**config.mk**
```make
export PLATFORM = sky130hd
export DESIGN_NAME = clk_div_multi
export DESIGN_NICKNAME = d
export VERILOG_FILES = /design/src/rtl/clk_div_multi.sv
export SDC_FILE = /design/constraint.sdc
export NUM_CORES = 1
export LEC_CHECK = 0
export ABC_AREA = 1
export CAP_MARGIN = 20
export CORE_MARGIN = 2
export CORE_UTILIZATION = 60
export CTS_CLUSTER_DIAMETER = 150
export DETAILED_ROUTE_END_ITERATION = 10
export MAX_ROUTING_LAYER = met4
export PLACE_DENSITY_LB_ADDON = 0.2
export SETUP_SLACK_MARGIN = 0.3
export SLEW_MARGIN = 20
export SYNTH_ARGS = -nofsm -noshare
export SYNTH_HDL_FRONTEND = slang
export SYNTH_SLANG_ARGS = --single-unit
export TNS_END_PERCENT = 20
```
**constraint.sdc**
```tcl
create_clock -name clk -period 13.85 [get_ports clk]
set_clock_uncertainty 0.15 [all_clocks]
set_input_delay 2.77 -clock clk [delete_from_list [all_inputs] [get_ports clk]]
set_output_delay 2.77 -clock clk [all_outputs]
set_load 0.02 [all_outputs]
```
**src/rtl/clk_div_multi.sv**
```systemverilog
// clk_div_multi: multi-channel programmable divider/tick generator; define CLKDIV_DUTY_EN for a programmable low length per channel
module clk_div_multi #(
  parameter int W = 26,
  parameter int CH = 4,
  parameter int unsigned DEF_PERIOD = 49999999,
  parameter int unsigned DEF_LOW = 25000000,
  localparam int CW = CH > 1 ? $clog2(CH) : 1
) (
  input  logic          clk,
  input  logic          reset,
  input  logic [CH-1:0] en,
  input  logic          sync,
  input  logic          cfg_we,
  input  logic [CW-1:0] cfg_ch,
  input  logic [W-1:0]  cfg_period,
  input  logic [W-1:0]  cfg_low,
  output logic [CH-1:0] clk_out,
  output logic [CH-1:0] tick,
  output logic [CH-1:0] pending
);
`ifndef CLKDIV_DUTY_EN
  logic unused_low;
  assign unused_low = ^{cfg_low, W'(DEF_LOW)};
`endif
  for (genvar g = 0; g < CH; g++) begin : gen_ch
    logic [W-1:0] cnt, per, sper, cnt_n, per_n, low_n;
    logic pnd, co, tk, wr, wrap, apply;
`ifdef CLKDIV_DUTY_EN
    logic [W-1:0] dl, sdl, dl_n;
`endif
    assign wr = cfg_we && cfg_ch == CW'(g);
    // Period restart (natural wrap or sync) is where shadows land; a disabled channel takes them at once and idles at its terminal count
    always_comb begin
      wrap = en[g] && (sync || cnt == per);
      apply = pnd && (wrap || !en[g]);
      per_n = apply ? sper : per;
      cnt_n = !en[g] ? per_n : wrap ? '0 : cnt + W'(1);
`ifdef CLKDIV_DUTY_EN
      dl_n = apply ? sdl : dl;
      low_n = dl_n;
`else
      low_n = (per_n >> 1) + W'(per_n[0]);
`endif
    end
    // Outputs are derived from the next count so they line up with cnt
    always_ff @(posedge clk or posedge reset) begin
      if (reset) begin
        cnt <= W'(DEF_PERIOD);
        per <= W'(DEF_PERIOD);
        sper <= W'(DEF_PERIOD);
        pnd <= 1'b0;
        co <= 1'b0;
        tk <= 1'b0;
`ifdef CLKDIV_DUTY_EN
        dl <= W'(DEF_LOW);
        sdl <= W'(DEF_LOW);
`endif
      end else begin
        cnt <= cnt_n;
        per <= per_n;
        pnd <= wr || (pnd && !apply);
        if (wr) sper <= cfg_period;
        co <= en[g] && cnt_n >= low_n;
        tk <= en[g] && cnt_n == per_n;
`ifdef CLKDIV_DUTY_EN
        dl <= dl_n;
        if (wr) sdl <= cfg_low;
`endif
      end
    end
    assign clk_out[g] = co;
    assign tick[g] = tk;
    assign pending[g] = pnd;
  end
endmodule
```
* Yosys cells after proc, flatten, opt, wreduce, memory -nomap -nowiden *
Cells that the tools add are included.

storage, ports and cells
  bits in registers = 324
  bits in latches = 0
  RAM bits = 0
  ROM bits = 0
  input bits = 62
  output and inout bits = 12
  logic and storage cells = 104
  memories kept = 0

operators by class
  add/sub/neg operators = 8
  $mul = 0
  div/mod/pow operators = 0
  $lt $le $gt $ge = 4
  equal/unequal tests = 11
  shifts and indexed selects = 0
  mux-type cells = 12
  bitwise operators = 0
  reduce and logical (&&, ||, !) cells = 45

operators by type and width
  operator                 count
  $mux W26                 12
  $eq A26 B26 Y1           8
  $add A25 B1 Y26          4
  $add A26 B1 Y26 const B  4
  $ge A26 B26 Y1           4
  $logic_and A1 B1 Y1      24
  $logic_or A1 B1 Y1       12
  $logic_not A1 Y1         8
  $eq A2 B2 Y1 const B     2
  $eq A2 B1 Y1 const B     1
  $logic_not A2 Y1         1

* Logic depth before layout (Yosys ltp) *
  word-level depth = 9
  mapped depth = 33
  depth with buffers taken out = 32

* Worst setup path after synthesis *
No wires, ideal clock.

  path type = input-to-reg
  start point = input en[2]
  end point = register gen_ch[2].co
  library setup time = 0.114 ns
  arrival = 5.981 ns
  required time = 13.586 ns
  path slack = 7.606 ns
  cell stages on the path = 27
  path buffers = 3
  cells stage by stage = buf_2 inv_1 nor2_2 nand2_4 buf_6 buf_4 nand3b_1 nand2_1 inv_1 ha_1 ha_1 inv_1 nor2_1 nand2_1 nor2_2 nand4_1 nand2_1 inv_1 ha_1 nand4_1 nor3_1 nand2_1 nor4_1 a2111oi_0 o211ai_1 nand2_1 inv_1

on the way
  word-level cells in the longest chain between the ends = 7
  elaborated cells between the ends (all ways) = 10
  classes of those cells = 1 x add/sub; 1 x order compare; 3 x mux; 5 x reduce/logical

ends and longest elaborated chain
  item                                                     RTL line  RTL
  start, declared                                          11        input logic [CH-1:0] en,
  $logic_and A1 B1 Y1 or $logic_not A1 Y1 (tied branches)  --
  $logic_or A1 B1 Y1 *                                     35        apply = pnd && (wrap || !en[g]);
  $logic_and A1 B1 Y1 *                                    35
  $mux W26 *                                               36        per_n = apply ? sper : per;
  via gen_ch[2].per_n[0]                                   26        logic [W-1:0] cnt, per, sper, cnt_n, per_n, low_n;
  $add A25 B1 Y26 or $mux W26 (tied branches)              42, 37
  $ge A26 B26 Y1 *                                         63        co <= en[g] && cnt_n >= low_n;
  $logic_and A1 B1 Y1 *                                    63
  end signal, assigned                                     63
  end, declared                                            27        logic pnd, co, tk, wr, wrap, apply;

The timed path passes the listed nets; every way through them passes the cells marked *.
A chain may end at the register's enable or synchronous reset.

* Final worst setup path *
  start point = input en[3]
  end point = register gen_ch[3].co

on the way
  word-level cells in the longest chain between the ends = 7
  elaborated cells between the ends (all ways) = 10
  classes of those cells = 1 x add/sub; 1 x order compare; 3 x mux; 5 x reduce/logical

ends and longest elaborated chain
  item                                                     RTL line
  $logic_and A1 B1 Y1 or $logic_not A1 Y1 (tied branches)  --
  $logic_or A1 B1 Y1 *                                     35
  $logic_and A1 B1 Y1 *                                    35
  $mux W26 *                                               36
  via gen_ch[3].per_n[0]                                   26
  $add A25 B1 Y26 or $mux W26 (tied branches)              42, 37
  $ge A26 B26 Y1 *                                         63
  $logic_and A1 B1 Y1 *                                    63
  end signal, assigned                                     63
  end, declared                                            27

Marks and branches as above.

==> impl_results.md <==
- Maximum Capacitance Violations: 0
- Port bufs: 47
- Async SR Flop Fraction: 1.00
- Total wire length: 77000 um
- Clock buffer depth: 3
- Slew at the pin with the worst max-slew slack: 0.992 ns
- First drt pass iteration count: 6
- Synth Register Bits: 324
- Via count: 23700
- Sw Ratio: 0.401
- Commonest non-fill, non-tap cell in the layout: nand2_1
- Height of the die: 206 um
- RSZ-0062 raised after global routing: false
- Hold Slack: 0.339 ns
- Syn Std Cell Area: 24400 um^2
- CTS buffer count: 38
- Slowest cell delay on critical path: 0.77 ns
- Flop pwr share: 0.369
- Worst relative slew slack: 0.339
- Root buf cell: clkbuf_16
- PwrDens: 145 nW/um^2
- Post-synthesis simple-gate area fraction: 0.368
- Crit Path Class: in2reg
- Final Cycle Share: 0.617
- Setup bufs post-CTS: 0
- GP Congestion: 1.07
- Num Clock Sinks: 324
- Hpwl dp: 59000 um
- Core area: 39900 um^2
- Number of synthesized flops with an enable pin: 0
- Via/cell ratio: 5.89
- Clock-pin slew on the worst setup and hold paths: 0.06 ns
- Most frequent CP cell: nand2_1
- Post-synth top area share: 0.233
- Die width: 206 um
- Syn Nets: 3640
- Share of cells above drive strength 1: 0.139
- Vias in the first global route: 22600
- FILL cells: 3560
- Area Overhead vs Synth: 7.93%
- Synth warnings: 0
- Post-synthesis compound-gate area fraction: 0.0782
- Area post-placement: 25000 um^2
- CP max FO: 49
- Ports: 74
- CP Capture Type: flop
- Tmin final: 8.55 ns
- Worst path cell trace: clkdlybuf4s50_1 -> buf_4 -> inv_1 -> nor2_1 -> nand2_4 -> nand2_2 -> nand2_1 -> nand2_1 -> ha_1 -> ha_1 -> nand2_1 -> nor3_4 -> nand3_2 -> nor2_4 -> nand2_1 -> nand2_1 -> nand2_1 -> ha_1 -> nand2_1 -> nor4_1 -> nand4_1 -> nand3_1 -> nand2_1 -> inv_1
- Maximum vdd ir drop: 0.109 mV
- First-pass GRT wire length: 122000 um
- Cell family with most CP delay: simple AND/OR/NAND/NOR gates
- Psw: 1.53 mW
- Worst skew pair latency: 0.57 ns
- Maximum number of pins on one net before global-route repair: 115
- Gr usage total: 0.382
- Cell Count, Final, Fillers Out: 4020
- FMAX: 0.117 GHz
- Static Leak: 12.3 nW
- Total negative slack: 0 ns
- H-tree Lvls: 2
- Synth area leaders: dfstp_2 23%, nand2_1 14%, dfrtp_1 11%, nand3_1 7.2%, inv_1 6.8%
- CP Launch Type: input port
- Worst-path cell with the longest stage delay: nand2_2
- Finished Cell Area: 26300 um^2
- Resize count post-CTS: 0
- Adder-Cell Fraction of Synth Area: 0.0595
- Grt ovf: 0
- Initial Util: 0.611
- Antenna-violating nets left: 0
- XOR/XNOR share of the synthesized area: 0.0535
- HP Class: reg2reg
- Die area: 42300 um^2
- Routed WL per cell: 19.2 um
- Top_reg_cell synth: dfstp_2
- Multiplexer area fraction after synthesis: 0
- Drc violations: 0
- Initial antenna violation count: 3
- Rows: 73
- Internal: 2.29 mW
- Main combinational cell family by area after synthesis: simple AND/OR/NAND/NOR gates
- Fin. Hold Viols: 0
- Cell count after synthesis: 3462
- Post-synthesis sequential area ratio: 0.344
- Clk pwr share: 0.275
- Detailed Route Iter0 Violations: 2564
- Cell variety after synth: 53
- Status: finished, final reports clean
- Slew Viols, Final: 0
- Placed insts: 3948
- Yosys top cell by area: dfstp_2
- Final nets: 3641
- Final setup vio count: 0
- Avg Cell Area, Syn: 7.04 um^2
- Worst path bufs/invs: 4
- Clock tree from TritonCTS: yes
- Arr. time, crit path: 8.90 ns
- Commonest non-fill, non-tap cells in the layout: 885 x nand2_1, 444 x inv_1, 349 x nand3_1, 345 x nor2_1, 246 x o21ai_0
- Combinational power share: 0.356
- CP required: 14.20 ns
- Hold_buf cts: 0
## power groups by stage
stage | combinational (mW) | clock [mW] | sequential, mW
3_3_place_gp | 1.28 | 0 | 1.41
6_report | 1.36 | 1.05 | 1.41
3_5_place_dp | 1.33 | 0 | 1.42
4_1_cts | 1.34 | 1.06 | 1.40
2_1_floorplan | 1.00 | 0 | 1.35
5_1_grt | 1.53 | 1.10 | 1.43
## synthesized netlist by cell type (10+ instances only)
cell	n
o21ai_0	246
nor3_1	45
nand3b_1	16
nor4_1	20
nand2_1	885
buf_4	18
dfstp_2	216
buf_2	13
buf_6	16
inv_2	27
nor2_2	22
inv_1	445
clkbuf_1	44
nand3_2	18
dfrtp_1	108
nand2_4	12
nand3_1	351
nand2_2	64
or2_2	10
nor2_1	345
ha_1	116
xor2_1	124
nand4_1	130
a21oi_1	59
xnor2_1	25
## metal layers
metal	routed length, um	GRT usage
met4	3430	0.157
met3	6130	0.0486
met2	34700	0.585
met1	32700	0.514
met5	0	-
## state kept, by name (all words and copies together) (netlist names)
register	flops
gen_ch.per	104
gen_ch.cnt	104
gen_ch.tk	4
gen_ch.pnd	4
gen_ch.sper	104
gen_ch.co	4
## worst paths after layout
kind / from / to / slack, ns / depth (start not counted)
hold / removal: gen_ch[1].sper[14]$_DFFE_PP1P_ / gen_ch[1].sper[14]$_DFFE_PP1P_ / 0.34 / 2
setup reg to reg: gen_ch[3].cnt[13]$_DFF_PP1_ / gen_ch[3].co$_DFF_PP0_ / 7.97 / 25
hold reg to reg: gen_ch[1].sper[14]$_DFFE_PP1P_ / gen_ch[1].sper[14]$_DFFE_PP1P_ / 0.34 / 2
min in group asynchronous: reset / gen_ch[2].sper[18]$_DFFE_PP0P_ / 2.61 / 2
setup / recovery: en[3] / gen_ch[3].co$_DFF_PP0_ / 5.30 / 24
max in group asynchronous: reset / gen_ch[1].cnt[18]$_DFF_PP0_ / 8.66 / 4
## worst reg2reg max path, delay by kind of cell (launching register included)
family / cells / cell delay (ns)
fa+ha+maj: 3 / 0.90
flops: 1 / 0.58
simple gates: 16 / 3.12
xor+xnor: 1 / 0.15
compound gates: 3 / 0.77
buf+inv: 2 / 0.15
## metrics by stage
step | utilization | total power, mW | worst slack, ns
3_5_place_dp | 0.627 | 2.74 | 4.96
2_1_floorplan | - | 2.35 | 2.32
6_report | 0.659 | 3.82 | 5.30
4_1_cts | 0.659 | 3.80 | 5.51
3_3_place_gp | 0.627 | 2.69 | 5.10
5_1_grt | 0.659 | 4.06 | 5.03
## area by class of cell
type | count | area, um^2 | area share
Sequential cell | 324 | 8380 | 0.318
Clock buffer | 54 | 1130 | 0.0431
Inverter | 473 | 1790 | 0.0678
Multi-Input combinational cell | 2566 | 13600 | 0.518
Tap cell | 525 | 657 | 0.0250
Clock inverter | 16 | 161 | 0.00613
Timing Repair Buffer | 60 | 563 | 0.0214
Antenna cell | 2 | 5.00 | 0.000190
## cell families (layout without fill, tap and decap cells)
logic type                 count (synthesis)  in the layout
adders and majority gates                116            116
xor gates and xnor gates                 149            149
DFF                                      324            324
buffers and inverters                    572            603
other                                      0              2
and+or+nand+nor                         1948           1948
AOI/OAI and AO/OA                        353            353
Power figures use the tool's default switching activity.
